$ cat src/rtl/fpu_pkg.sv
// rtl/fpu_pkg.sv - shared floating-point adder constants and operand layout
package fpu_pkg;

  localparam int SIZE_MANTISSA = 23;
  localparam int SIZE_EXPONENT = 8;
  localparam int OPERAND_W     = 1 + SIZE_EXPONENT + SIZE_MANTISSA;

  localparam int FRAC_LSB = 0;
  localparam int EXP_LSB  = SIZE_MANTISSA;
  localparam int SIGN_POS = SIZE_MANTISSA + SIZE_EXPONENT;

  localparam logic [SIZE_EXPONENT-1:0] EXP_ONES  = '1;
  localparam logic [SIZE_EXPONENT-1:0] EXP_ZERO  = '0;
  localparam logic [SIZE_MANTISSA-1:0] QNAN_FRAC = {1'b1, {(SIZE_MANTISSA-1){1'b0}}};

  typedef struct packed {
    logic                     sign;
    logic [SIZE_EXPONENT-1:0] exponent;
    logic [SIZE_MANTISSA-1:0] fraction;
  } fp_operand_t;

endpackage

$ cat src/rtl/fpu_add_align_if.sv
// rtl/fpu_add_align_if.sv - operand/result handshake bundle for the align/add stage
interface fpu_add_align_if
  import fpu_pkg::*;
#(
  parameter int Size_Mantissa = SIZE_MANTISSA,
  parameter int Size_Exponent = SIZE_EXPONENT
) ();

  logic                                 in_valid;
  logic                                 in_ready;
  logic [Size_Exponent+Size_Mantissa:0] in_a;
  logic [Size_Exponent+Size_Mantissa:0] in_b;
  logic                                 in_sub;
  logic                                 out_valid;
  logic                                 out_ready;
  logic                                 out_sign;
  logic [Size_Exponent-1:0]             out_exponent;
  logic [Size_Mantissa+1:0]             out_mantissa;
  logic                                 out_special;
  logic [2:0]                           out_grs;

  modport master (
    output in_valid, in_a, in_b, in_sub, out_ready,
    input  in_ready, out_valid, out_sign, out_exponent, out_mantissa, out_special, out_grs
  );

  modport slave (
    input  in_valid, in_a, in_b, in_sub, out_ready,
    output in_ready, out_valid, out_sign, out_exponent, out_mantissa, out_special, out_grs
  );

endinterface

$ cat src/rtl/fpu_align_shifter.sv
// rtl/fpu_align_shifter.sv - saturating right shift of the smaller mantissa
// FPU_ALIGN_STICKY_EN keeps guard/round/sticky extension bits; otherwise they are truncated.
module fpu_align_shifter
  import fpu_pkg::*;
#(
  parameter int Size_Mantissa = SIZE_MANTISSA,
  parameter int Size_Exponent = SIZE_EXPONENT
) (
  input  logic [Size_Mantissa:0]   mant_i,
  input  logic [Size_Exponent-1:0] diff_i,
  output logic [Size_Mantissa:0]   aligned_o,
  output logic [2:0]               grs_o
);

`ifdef FPU_ALIGN_STICKY_EN
  localparam int W = Size_Mantissa + 4;
  localparam logic [Size_Exponent-1:0] SHIFT_SAT = Size_Exponent'(W);

  logic [W-1:0] ext;
  logic [W-1:0] shifted;
  logic         lost;

  always_comb begin
    ext     = {mant_i, 3'b000};
    shifted = '0;
    lost    = 1'b0;
    if (diff_i >= SHIFT_SAT) begin
      lost = |ext;
    end else begin
      shifted = ext >> diff_i;
      lost    = |(ext & ~({W{1'b1}} << diff_i));
    end
  end

  assign aligned_o = shifted[W-1:3];
  assign grs_o     = {shifted[2], shifted[1], shifted[0] | lost};
`else
  localparam logic [Size_Exponent-1:0] SHIFT_SAT = Size_Exponent'(Size_Mantissa + 1);

  always_comb begin
    aligned_o = '0;
    if (diff_i < SHIFT_SAT) aligned_o = mant_i >> diff_i;
  end

  assign grs_o = 3'b000;
`endif

endmodule

$ cat src/rtl/fpu_add_align.sv
// rtl/fpu_add_align.sv - two-stage exponent compare / mantissa align / add
// FPU_ALIGN_STICKY_EN (in fpu_align_shifter) enables the out_grs bits.
module fpu_add_align
  import fpu_pkg::*;
#(
  parameter int Size_Mantissa = SIZE_MANTISSA,
  parameter int Size_Exponent = SIZE_EXPONENT
) (
  input  logic             clk,
  input  logic             rst_n,
  fpu_add_align_if.slave   bus
);

  localparam int MW = Size_Mantissa + 1;
  localparam int SW = Size_Mantissa + 2;
  localparam logic [Size_Exponent-1:0] EXP_MAX = '1;
  localparam logic [SW-1:0] MANT_QNAN = {2'b01, 1'b1, {(Size_Mantissa-1){1'b0}}};
  localparam logic [SW-1:0] MANT_INF  = {2'b01, {Size_Mantissa{1'b0}}};

  logic                     sign_a, sign_b_raw, sign_b;
  logic [Size_Exponent-1:0] exp_a, exp_b;
  logic [Size_Mantissa-1:0] frac_a, frac_b;
  logic [MW-1:0]            mant_a, mant_b;
  logic                     a_ge_b, a_inf, b_inf, a_nan, b_nan;

  logic                     s1_valid_q, s1_valid_d;
  logic                     s1_sign_l_q, s1_sign_l_d;
  logic [Size_Exponent-1:0] s1_exp_l_q, s1_exp_l_d;
  logic [MW-1:0]            s1_mant_l_q, s1_mant_l_d;
  logic [MW-1:0]            s1_mant_s_q, s1_mant_s_d;
  logic [Size_Exponent-1:0] s1_diff_q, s1_diff_d;
  logic                     s1_sub_q, s1_sub_d;
  logic                     s1_special_q, s1_special_d;
  logic                     s1_nan_q, s1_nan_d;
  logic                     s1_spec_sign_q, s1_spec_sign_d;

  logic                     s2_valid_q, s2_valid_d;
  logic                     s2_sign_q, s2_sign_d;
  logic [Size_Exponent-1:0] s2_exp_q, s2_exp_d;
  logic [SW-1:0]            s2_mant_q, s2_mant_d;
  logic                     s2_special_q, s2_special_d;
  logic [2:0]               s2_grs_q, s2_grs_d;

  logic                     s1_load, s2_load;
  logic [MW-1:0]            aligned_s;
  logic [2:0]               grs_s;
  logic [SW-1:0]            sum;

  assign {sign_a, exp_a, frac_a}     = bus.in_a;
  assign {sign_b_raw, exp_b, frac_b} = bus.in_b;
  assign sign_b = sign_b_raw ^ bus.in_sub;

  // Exponent zero flushes the operand (denormals included) to an exact zero.
  assign mant_a = (exp_a == '0) ? '0 : {1'b1, frac_a};
  assign mant_b = (exp_b == '0) ? '0 : {1'b1, frac_b};
  assign a_ge_b = {exp_a, mant_a[Size_Mantissa-1:0]} >= {exp_b, mant_b[Size_Mantissa-1:0]};

  assign a_inf = (exp_a == EXP_MAX) && (frac_a == '0);
  assign b_inf = (exp_b == EXP_MAX) && (frac_b == '0);
  assign a_nan = (exp_a == EXP_MAX) && (frac_a != '0);
  assign b_nan = (exp_b == EXP_MAX) && (frac_b != '0);

  assign s2_load      = s1_valid_q && (!s2_valid_q || bus.out_ready);
  assign bus.in_ready = !s1_valid_q || s2_load;
  assign s1_load      = bus.in_valid && bus.in_ready;

  always_comb begin
    s1_sign_l_d    = a_ge_b ? sign_a : sign_b;
    s1_exp_l_d     = a_ge_b ? exp_a  : exp_b;
    s1_mant_l_d    = a_ge_b ? mant_a : mant_b;
    s1_mant_s_d    = a_ge_b ? mant_b : mant_a;
    s1_diff_d      = a_ge_b ? (exp_a - exp_b) : (exp_b - exp_a);
    s1_sub_d       = sign_a ^ sign_b;
    s1_special_d   = (exp_a == EXP_MAX) || (exp_b == EXP_MAX);
    s1_nan_d       = a_nan || b_nan || (a_inf && b_inf && (sign_a != sign_b));
    s1_spec_sign_d = s1_nan_d ? 1'b0 : (a_inf ? sign_a : sign_b);
    s1_valid_d     = s1_valid_q;
    if (s1_load)      s1_valid_d = 1'b1;
    else if (s2_load) s1_valid_d = 1'b0;
  end

  fpu_align_shifter #(
    .Size_Mantissa (Size_Mantissa),
    .Size_Exponent (Size_Exponent)
  ) u_shifter (
    .mant_i    (s1_mant_s_q),
    .diff_i    (s1_diff_q),
    .aligned_o (aligned_s),
    .grs_o     (grs_s)
  );

  // L >= S by construction, so the subtract never borrows out of the top bit.
  assign sum = s1_sub_q ? ({1'b0, s1_mant_l_q} - {1'b0, aligned_s})
                        : ({1'b0, s1_mant_l_q} + {1'b0, aligned_s});

  always_comb begin
    s2_sign_d    = s1_sign_l_q;
    s2_exp_d     = s1_exp_l_q;
    s2_mant_d    = sum;
    s2_special_d = s1_special_q;
    s2_grs_d     = grs_s;
    if (s1_special_q) begin
      s2_sign_d = s1_spec_sign_q;
      s2_exp_d  = EXP_MAX;
      s2_mant_d = s1_nan_q ? MANT_QNAN : MANT_INF;
      s2_grs_d  = 3'b000;
    end else if (s1_sub_q && (sum == '0)) begin
      s2_sign_d = 1'b0;
    end
    s2_valid_d = s2_valid_q;
    if (s2_load)            s2_valid_d = 1'b1;
    else if (bus.out_ready) s2_valid_d = 1'b0;
  end

  always_ff @(posedge clk or negedge rst_n) begin
    if (!rst_n) begin
      s1_valid_q     <= 1'b0;
      s1_sign_l_q    <= 1'b0;
      s1_exp_l_q     <= '0;
      s1_mant_l_q    <= '0;
      s1_mant_s_q    <= '0;
      s1_diff_q      <= '0;
      s1_sub_q       <= 1'b0;
      s1_special_q   <= 1'b0;
      s1_nan_q       <= 1'b0;
      s1_spec_sign_q <= 1'b0;
    end else begin
      s1_valid_q <= s1_valid_d;
      if (s1_load) begin
        s1_sign_l_q    <= s1_sign_l_d;
        s1_exp_l_q     <= s1_exp_l_d;
        s1_mant_l_q    <= s1_mant_l_d;
        s1_mant_s_q    <= s1_mant_s_d;
        s1_diff_q      <= s1_diff_d;
        s1_sub_q       <= s1_sub_d;
        s1_special_q   <= s1_special_d;
        s1_nan_q       <= s1_nan_d;
        s1_spec_sign_q <= s1_spec_sign_d;
      end
    end
  end

  always_ff @(posedge clk or negedge rst_n) begin
    if (!rst_n) begin
      s2_valid_q   <= 1'b0;
      s2_sign_q    <= 1'b0;
      s2_exp_q     <= '0;
      s2_mant_q    <= '0;
      s2_special_q <= 1'b0;
      s2_grs_q     <= 3'b000;
    end else begin
      s2_valid_q <= s2_valid_d;
      if (s2_load) begin
        s2_sign_q    <= s2_sign_d;
        s2_exp_q     <= s2_exp_d;
        s2_mant_q    <= s2_mant_d;
        s2_special_q <= s2_special_d;
        s2_grs_q     <= s2_grs_d;
      end
    end
  end

  assign bus.out_valid    = s2_valid_q;
  assign bus.out_sign     = s2_sign_q;
  assign bus.out_exponent = s2_exp_q;
  assign bus.out_mantissa = s2_mant_q;
  assign bus.out_special  = s2_special_q;
  assign bus.out_grs      = s2_grs_q;

endmodule

$ cat src/flat_wrapper.sv
// flat-port wrapper written by rule: the top's interface ports become plain ports
module fpu_add_align_flat import fpu_pkg::*;
#(
  parameter int Size_Mantissa = SIZE_MANTISSA,
  parameter int Size_Exponent = SIZE_EXPONENT
)
  (clk, rst_n, bus_in_valid, bus_in_a, bus_in_b, bus_in_sub, bus_out_ready, bus_in_ready, bus_out_valid, bus_out_sign, bus_out_exponent, bus_out_mantissa, bus_out_special, bus_out_grs);
  fpu_add_align_if #(.Size_Mantissa(Size_Mantissa), .Size_Exponent(Size_Exponent)) bus_i ();
  input  logic clk;
  input  logic rst_n;
  input wire logic [$bits(bus_i.in_valid)-1:0] bus_in_valid;
  input wire logic [$bits(bus_i.in_a)-1:0] bus_in_a;
  input wire logic [$bits(bus_i.in_b)-1:0] bus_in_b;
  input wire logic [$bits(bus_i.in_sub)-1:0] bus_in_sub;
  input wire logic [$bits(bus_i.out_ready)-1:0] bus_out_ready;
  output wire logic [$bits(bus_i.in_ready)-1:0] bus_in_ready;
  output wire logic [$bits(bus_i.out_valid)-1:0] bus_out_valid;
  output wire logic [$bits(bus_i.out_sign)-1:0] bus_out_sign;
  output wire logic [$bits(bus_i.out_exponent)-1:0] bus_out_exponent;
  output wire logic [$bits(bus_i.out_mantissa)-1:0] bus_out_mantissa;
  output wire logic [$bits(bus_i.out_special)-1:0] bus_out_special;
  output wire logic [$bits(bus_i.out_grs)-1:0] bus_out_grs;
  assign bus_i.in_valid = bus_in_valid;
  assign bus_i.in_a = bus_in_a;
  assign bus_i.in_b = bus_in_b;
  assign bus_i.in_sub = bus_in_sub;
  assign bus_i.out_ready = bus_out_ready;
  assign bus_in_ready = bus_i.in_ready;
  assign bus_out_valid = bus_i.out_valid;
  assign bus_out_sign = bus_i.out_sign;
  assign bus_out_exponent = bus_i.out_exponent;
  assign bus_out_mantissa = bus_i.out_mantissa;
  assign bus_out_special = bus_i.out_special;
  assign bus_out_grs = bus_i.out_grs;
  fpu_add_align #(.Size_Mantissa(Size_Mantissa), .Size_Exponent(Size_Exponent)) u_core (.clk(clk), .rst_n(rst_n), .bus(bus_i));
endmodule
$ cat config.mk
export PLATFORM = sky130hd
export DESIGN_NAME = fpu_add_align_flat
export DESIGN_NICKNAME = d
export VERILOG_FILES = /design/src/rtl/fpu_pkg.sv /design/src/rtl/fpu_add_align_if.sv /design/src/rtl/fpu_align_shifter.sv /design/src/rtl/fpu_add_align.sv /design/src/flat_wrapper.sv
export SDC_FILE = /design/constraint.sdc
export NUM_CORES = 1
export LEC_CHECK = 0
export ABC_AREA = 1
export BUFFER_PORTS_ARGS = -buffer_cell sky130_fd_sc_hd__buf_2
export CORE_ASPECT_RATIO = 0.7
export CORE_MARGIN = 5
export CORE_UTILIZATION = 40
export DETAILED_ROUTE_END_ITERATION = 8
export GPL_TIMING_DRIVEN = 0
export PLACE_DENSITY = 0.69
export RECOVER_POWER = 25
export SLEW_MARGIN = 20
export SYNTH_ARGS = -nofsm -noshare
export SYNTH_HDL_FRONTEND = slang
export SYNTH_SLANG_ARGS = --single-unit
$ cat constraint.sdc
create_clock -name clk -period 4.6 [get_ports clk]
set_clock_uncertainty 0.15 [all_clocks]
set_input_delay 0.23 -clock clk [delete_from_list [all_inputs] [get_ports clk]]
set_output_delay 0.23 -clock clk [all_outputs]
set_load 0.02 [all_outputs]
* Yosys cells after proc, flatten, opt, wreduce, memory -nomap -nowiden *
Index checks and enable logic that the tools add are counted.
Widths: inputs -> output; s select.

operators by class
  add/sub/neg operators = 4
  order comparisons = 2
  equality and inequality tests = 3
  shift operators = 1
  mux-type cells = 20
  bitwise gates (word level) = 2
  reduce and logical (&&, ||, !) cells = 25

operators by type and width
  cell                number
  $mux 24             5
  $mux 25             2
  $logic_not 23->1    2
  $reduce_bool 23->1  2
  $ge 31x31->1        1
  $add 24x24->25      1
  $logic_not 25->1    1
  $sub 24x24->25      1
  $mux 8              3
  $shr 24x8->24       1
  $mux 23             1
  $eq 8x8->1 const B  2
  $logic_not 8->1     2
  $sub 8x8->8         2
  $logic_and 1x1->1   9
  $mux 1              9
  $lt 8x5->1 const B  1
  $logic_or 1x1->1    5
  $reduce_bool 2->1   2
  $logic_not 1->1     2
  $xor 1x1->1         2
  $ne 1x1->1          1

storage, ports and cells
  register bits after elaboration = 106
  input port bits = 69
  output and inout port bits = 40

* Logic depth before layout (Yosys ltp) *
  word-level depth = 8
  depth in mapped cells = 35
  gate-level depth less buffers = 33

* By module *
From an unflattened synthesis, not the netlist that was laid out.

unflattened totals
  cell total of the unflattened synthesis = 1709
  area, all modules = 10995.5 µm²

modules (own cells, without submodules)
  module             instances  cells an instance  area each (µm²)
  fpu_add_align      1          1423               9621.7
  fpu_align_shifter  1          286                1373.8

* Worst setup path before layout *
OpenSTA, ideal clock, no wires.

  kind = flip-flop to flip-flop
  start point = register u_core.s1_diff_q[6]
  end point = register u_core.s2_sign_q (netlist: u_core.bus.out_sign)
  setup time = 0.122 ns
  arrival time = 3.698 ns
  path slack = 0.629 ns
  cell stages (with the launch flop) = 29
  buffers on the path = 1
  cells stage by stage = dfrtp_1 -> nor2_4 -> buf_6 -> nand3_1 -> nand3_1 -> nand3_1 -> a21oi_2 -> o211ai_2 -> ha_1 -> nand3_2 -> nand2b_1 -> o21ai_0 -> xor2_1 -> inv_1 -> ha_1 -> a21oi_1 -> o21ai_0 -> a21oi_1 -> nand2_1 -> nand2_1 -> nand2_1 -> nand2_1 -> nand2_1 -> xor2_1 -> nand2_1 -> nor2_1 -> nand3_1 -> nand2_1 -> a21oi_1

on the way
  longest elaborated chain between the ends = 8

ends and longest elaborated chain
  what                                              RTL line                                  source
  start, declared                                   fpu_add_align.sv:31                       logic [Size_Exponent-1:0] s1_diff_q, s1_diff_d;
  start signal, assigned                            fpu_add_align.sv:134                      s1_diff_q <= s1_diff_d;
  $shr 24x8->24 or $lt 8x5->1 (tied branches)       fpu_align_shifter.sv:42                   if (diff_i < SHIFT_SAT) aligned_o = mant_i >> diff_i;
  $mux 24 *                                         fpu_align_shifter.sv:42
  $add 24x24->25 or $sub 24x24->25 (tied branches)  fpu_add_align.sv:94, fpu_add_align.sv:93
  $mux 25 *                                         fpu_add_align.sv:93                       assign sum = s1_sub_q ? ({1'b0, s1_mant_l_q} - {1'b0, aligned_s})
  $logic_not 25->1 *                                fpu_add_align.sv:107                      end else if (s1_sub_q && (sum == '0)) begin
  $logic_and 1x1->1 *                               fpu_add_align.sv:107
  $mux 1 *                                          fpu_add_align.sv:107
  $mux 1 *                                          fpu_add_align.sv:102                      if (s1_special_q) begin
  end signal, assigned                              fpu_add_align.sv:154                      s2_sign_q <= s2_sign_d;
  end, declared                                     fpu_add_align.sv:38                       logic s2_sign_q, s2_sign_d;

Every way passes the cells marked *; elsewhere a longest branch is shown, timed or not.
A chain may end at the register's enable or synchronous reset.

* Worst setup path after layout *
  start point = register u_core.s1_diff_q[0]
  end point = register u_core.s2_sign_q (netlist: u_core.bus.out_sign)

The elaborated chain is that of the path after synthesis.

==> impl_metrics.tcl <==
set metrics [dict create \
    synth_commonest_cells "nand2_1 (260), nand3_1 (225), a21oi_1 (170), nor2_1 (163), inv_1 (156)" \
    netlist_instances 1471 \
    cell_type_contributing_the_most_total_cell_area_after_synthesis "dfrtp_1" \
    hpwl_after_dpl_um 28970 \
    synth_compound_gate_area_share 0.1627 \
    hold_path_depth 3 \
    post_synth_num_cell_types 52 \
    synth-edff-count 0 \
    synthXorXnorAreaFrac 0.03671 \
    synthFlopType "dfrtp_1" \
    critPathSlowestCell "dfrtp_1" \
    htree_num_levels 3 \
    synth_fa_ha_area_frac 0.08671 \
    max-vdd-ir-drop_mv 0.3205 \
    final-hold-violation-count 0 \
    first_global_vias 10134 \
    worstReg2RegEnd "u_core.bus.out_sign" \
    required_ns 4.70 \
    critical_path.startpoint_type "flop" \
    globalRoute.totalOverflow 0 \
    violations "capacitance limit, slew limit" \
    track_usage 0.2574 \
    fin_nets 1745 \
    floorplan_die_height_um 140.8 \
    power_leakage_uw 0.005869 \
    max_fclk_mhz 220.3 \
    wl_per_cell_um 19.27 \
    chipWidth_um 196.9 \
    stage_delay_of_the_slowest_cell_on_the_critical_path_ns 0.37 \
    yosys-top-cells-area "dfrtp_1 (27%), nand3_1 (12%), nand2_1 (10%), a21oi_1 (8.7%), ha_1 (8.1%)" \
    synth-async-reset-ratio 1.000 \
    post_dp_cell_area_sq_um 10750 \
    yosys.area.top_type_share 0.2711 \
    rows 47 \
    synthesis.area_sq_um 9783 \
    root_buffer "clkbuf_16" \
    final_area_sq_um 12020 \
    drc 0 \
    timing.critical_path.to_type "flop" \
    worst_r2r_path_depth 31 \
    synth.ff_latch_count 106 \
    globalplace.congestion 1.040 \
    p_per_area_nw_per_um2 518.8 \
    vias_post_dr 11049 \
    avgSynthCellArea_sq_um 6.651 \
    ios 109 \
    area.growth.synth_to_final_pct 22.91 \
    clkLatencyLatePin_ns 0.36 \
    area_of_the_die_sq_um 27740 \
    antenna_violating_nets_post_route 0 \
    drv.max_cap_violation_count 2 \
    hold_start "bus_in_a[27]" \
    drt_iter0_markers 1489 \
    synth.most_common_cell "nand2_1" \
    critPathMostFrequentCell "nand2_1" \
    antenna_cells 0 \
    final_critical_path_required_period_ns 4.540 \
    combinational_family_with_the_most_area_after_synthesis "simple AND/OR/NAND/NOR gates" \
    drive_gt1_frac 0.1969 \
    cts.sinks 106 \
    r2r-start "u_core.s1_diff_q[0]" \
    hold_path_end "u_core.s1_exp_l_q[4]" \
    tightestPinTransition_ns 1.998 \
    io_buffer_count 105 \
    antenna_found_initial 0 \
    slew-limit-headroom -0.3317 \
    clk_pin_slew_ns 0.08 \
    clk_path_buf_depth 2 \
    cts_made_buffers 9 \
    grt_start_max_net_pins 78 \
    post_synthesis_simple_gate_area_fraction 0.3385 \
    unrepaired_setup_endpoints_after_global_routing "true" \
    r2r_slack_ns 0.06 \
    design.core.area_sq_um 23880 \
    yosysSeqAreaShare 0.2711 \
    post_synth_mux_area_share 0 \
    slew_violations 109 \
    detail_route.first_pass.iterations 7 \
    status "complete, but fails checks" \
    critPathMaxFanout 10 \
    hp_class "input port to flop" \
    timing.setup.critical_path_class "flop to flop" \
    post_drt_via_cell_ratio 5.716 \
    finalSetupViolations 0 \
    grt_pass1_wl_um 56460 \
    worst_hold_slack_after_final_layout_ns 0.04923 \
    initial_core_util 0.4098 \
    crit_arrival_ns 4.64 \
    yosys_warnings 0 \
    cts_tree "done" \
    min_period_over_period 0.9869 \
    routed_wl_um 37250 \
]
[flip-flops by register name, summed over array words and instances (netlist names)]
register and count:
u_core.s1_valid_q 1, u_core.bus.out_valid 1, u_core.bus.out_special 1, u_core.s1_nan_q 1, u_core.s1_mant_l_q 24, u_core.s1_spec_sign_q 1, u_core.bus.out_exponent 8, u_core.s1_sign_l_q 1
u_core.bus.out_mantissa 25, u_core.s1_diff_q 8, u_core.bus.out_sign 1, u_core.s1_sub_q 1, u_core.s1_exp_l_q 8, u_core.s1_special_q 1, u_core.s1_mant_s_q 24
[through the flow]
step / total power [uW] / TNS [ns] / utilization / setup slack, ns / cells
after floorplan: 3693 / 0 / - / 0.6292 / 1473
after global placement: 4610 / -0.5257 / 0.4487 / -0.3697 / 1896
after detailed placement: 4641 / -0.7011 / 0.4502 / -0.4051 / 1897
after CTS: 5550 / 0 / 0.4715 / 0.0003384 / 1922
after global routing: 6662 / -0.2822 / 0.5036 / -0.2127 / 1933
final: 6238 / 0 / 0.5036 / 0.06033 / 1933
[layer usage]
layer | track usage | wire [um] | vias to the layer above | part of all wire
met5 | 0 | 0 | - | 0
met4 | 0.08169 | 968 | 0 | 0.026
met3 | 0.06916 | 4391 | 58 | 0.12
met2 | 0.3457 | 14790 | 645 | 0.40
met1 | 0.3952 | 17100 | 5152 | 0.46
li1 | - | - | 5194 | -
[logic make-up after synthesis]
group | count (synthesis)
AO/OA/AOI/OAI | 286
XOR/XNOR | 41
adder cells (fa/ha/maj) | 66
buffers and inverters | 238
flip-flops | 106
other | 1
AND/OR/NAND/NOR | 733
[worst max path at each step]
stage                         from                   to  depth (start not counted)
2_1_floorplan  u_core.s1_diff_q[6]  u_core.bus.out_sign                         28
3_3_place_gp   u_core.s1_diff_q[6]  u_core.bus.out_sign                         28
3_5_place_dp   u_core.s1_diff_q[6]  u_core.bus.out_sign                         28
4_1_cts        u_core.s1_diff_q[7]  u_core.bus.out_sign                         32
5_1_grt        u_core.s1_diff_q[7]  u_core.bus.out_sign                         31
6_report       u_core.s1_diff_q[0]  u_core.bus.out_sign                         31
[timing repair]
item	4_1_cts	5_1_grt
gates resized for setup	27	126
hold buffers	2	0
hold endpoints to repair	60	0
buffers inserted	7	9
pin swaps	9	34
cloned	0	2
setup endpoints to repair	6	57
[where the power goes]
group	leakage (uW)	switching, uW	internal [uW]
clock network	0.000149	378	422
registers	0.00123	203	1190
logic	0.00449	2530	1510
[area by class of cell]
class / count / area [sq um]
Buffer: 77 / 429.2
Clock buffer: 9 / 225.2
Clock inverter: 7 / 67.56
Fill cell: 2340 / 11850
Inverter: 161 / 606.8
Multi-Input combinational cell: 1129 / 6913
Sequential cell: 106 / 2653
Tap cell: 318 / 397.9
Timing Repair Buffer: 126 / 732.0
[worst max-delay path: cells and delay by family, from the launching register on]
kind,cells,cell delay [ns]
simple gates,21,2.25
fa+ha+maj,2,0.52
compound gates,4,0.50
buf+inv,3,0.40
flops,1,0.37
xor+xnor,1,0.22
[cells in the final DEF, fill, tap and decap left out, drive strengths merged, types with 6 or more instances in the layout]
| cell type | n |
|---|---|
| o211ai | 6 |
| nand4 | 19 |
| nand3b | 7 |
| xor2 | 25 |
| xnor2 | 16 |
| o22ai | 9 |
| a21oi | 171 |
| inv | 162 |
| nand3 | 236 |
| a31oi | 6 |
| o21ai | 67 |
| nor4 | 12 |
| dfrtp | 106 |
| nand2 | 273 |
| nor2 | 169 |
| clkbuf | 49 |
| nor3 | 9 |
| a22o | 8 |
| ha | 63 |
| buf | 161 |
Note: power is estimated with default switching activity, not from simulation.
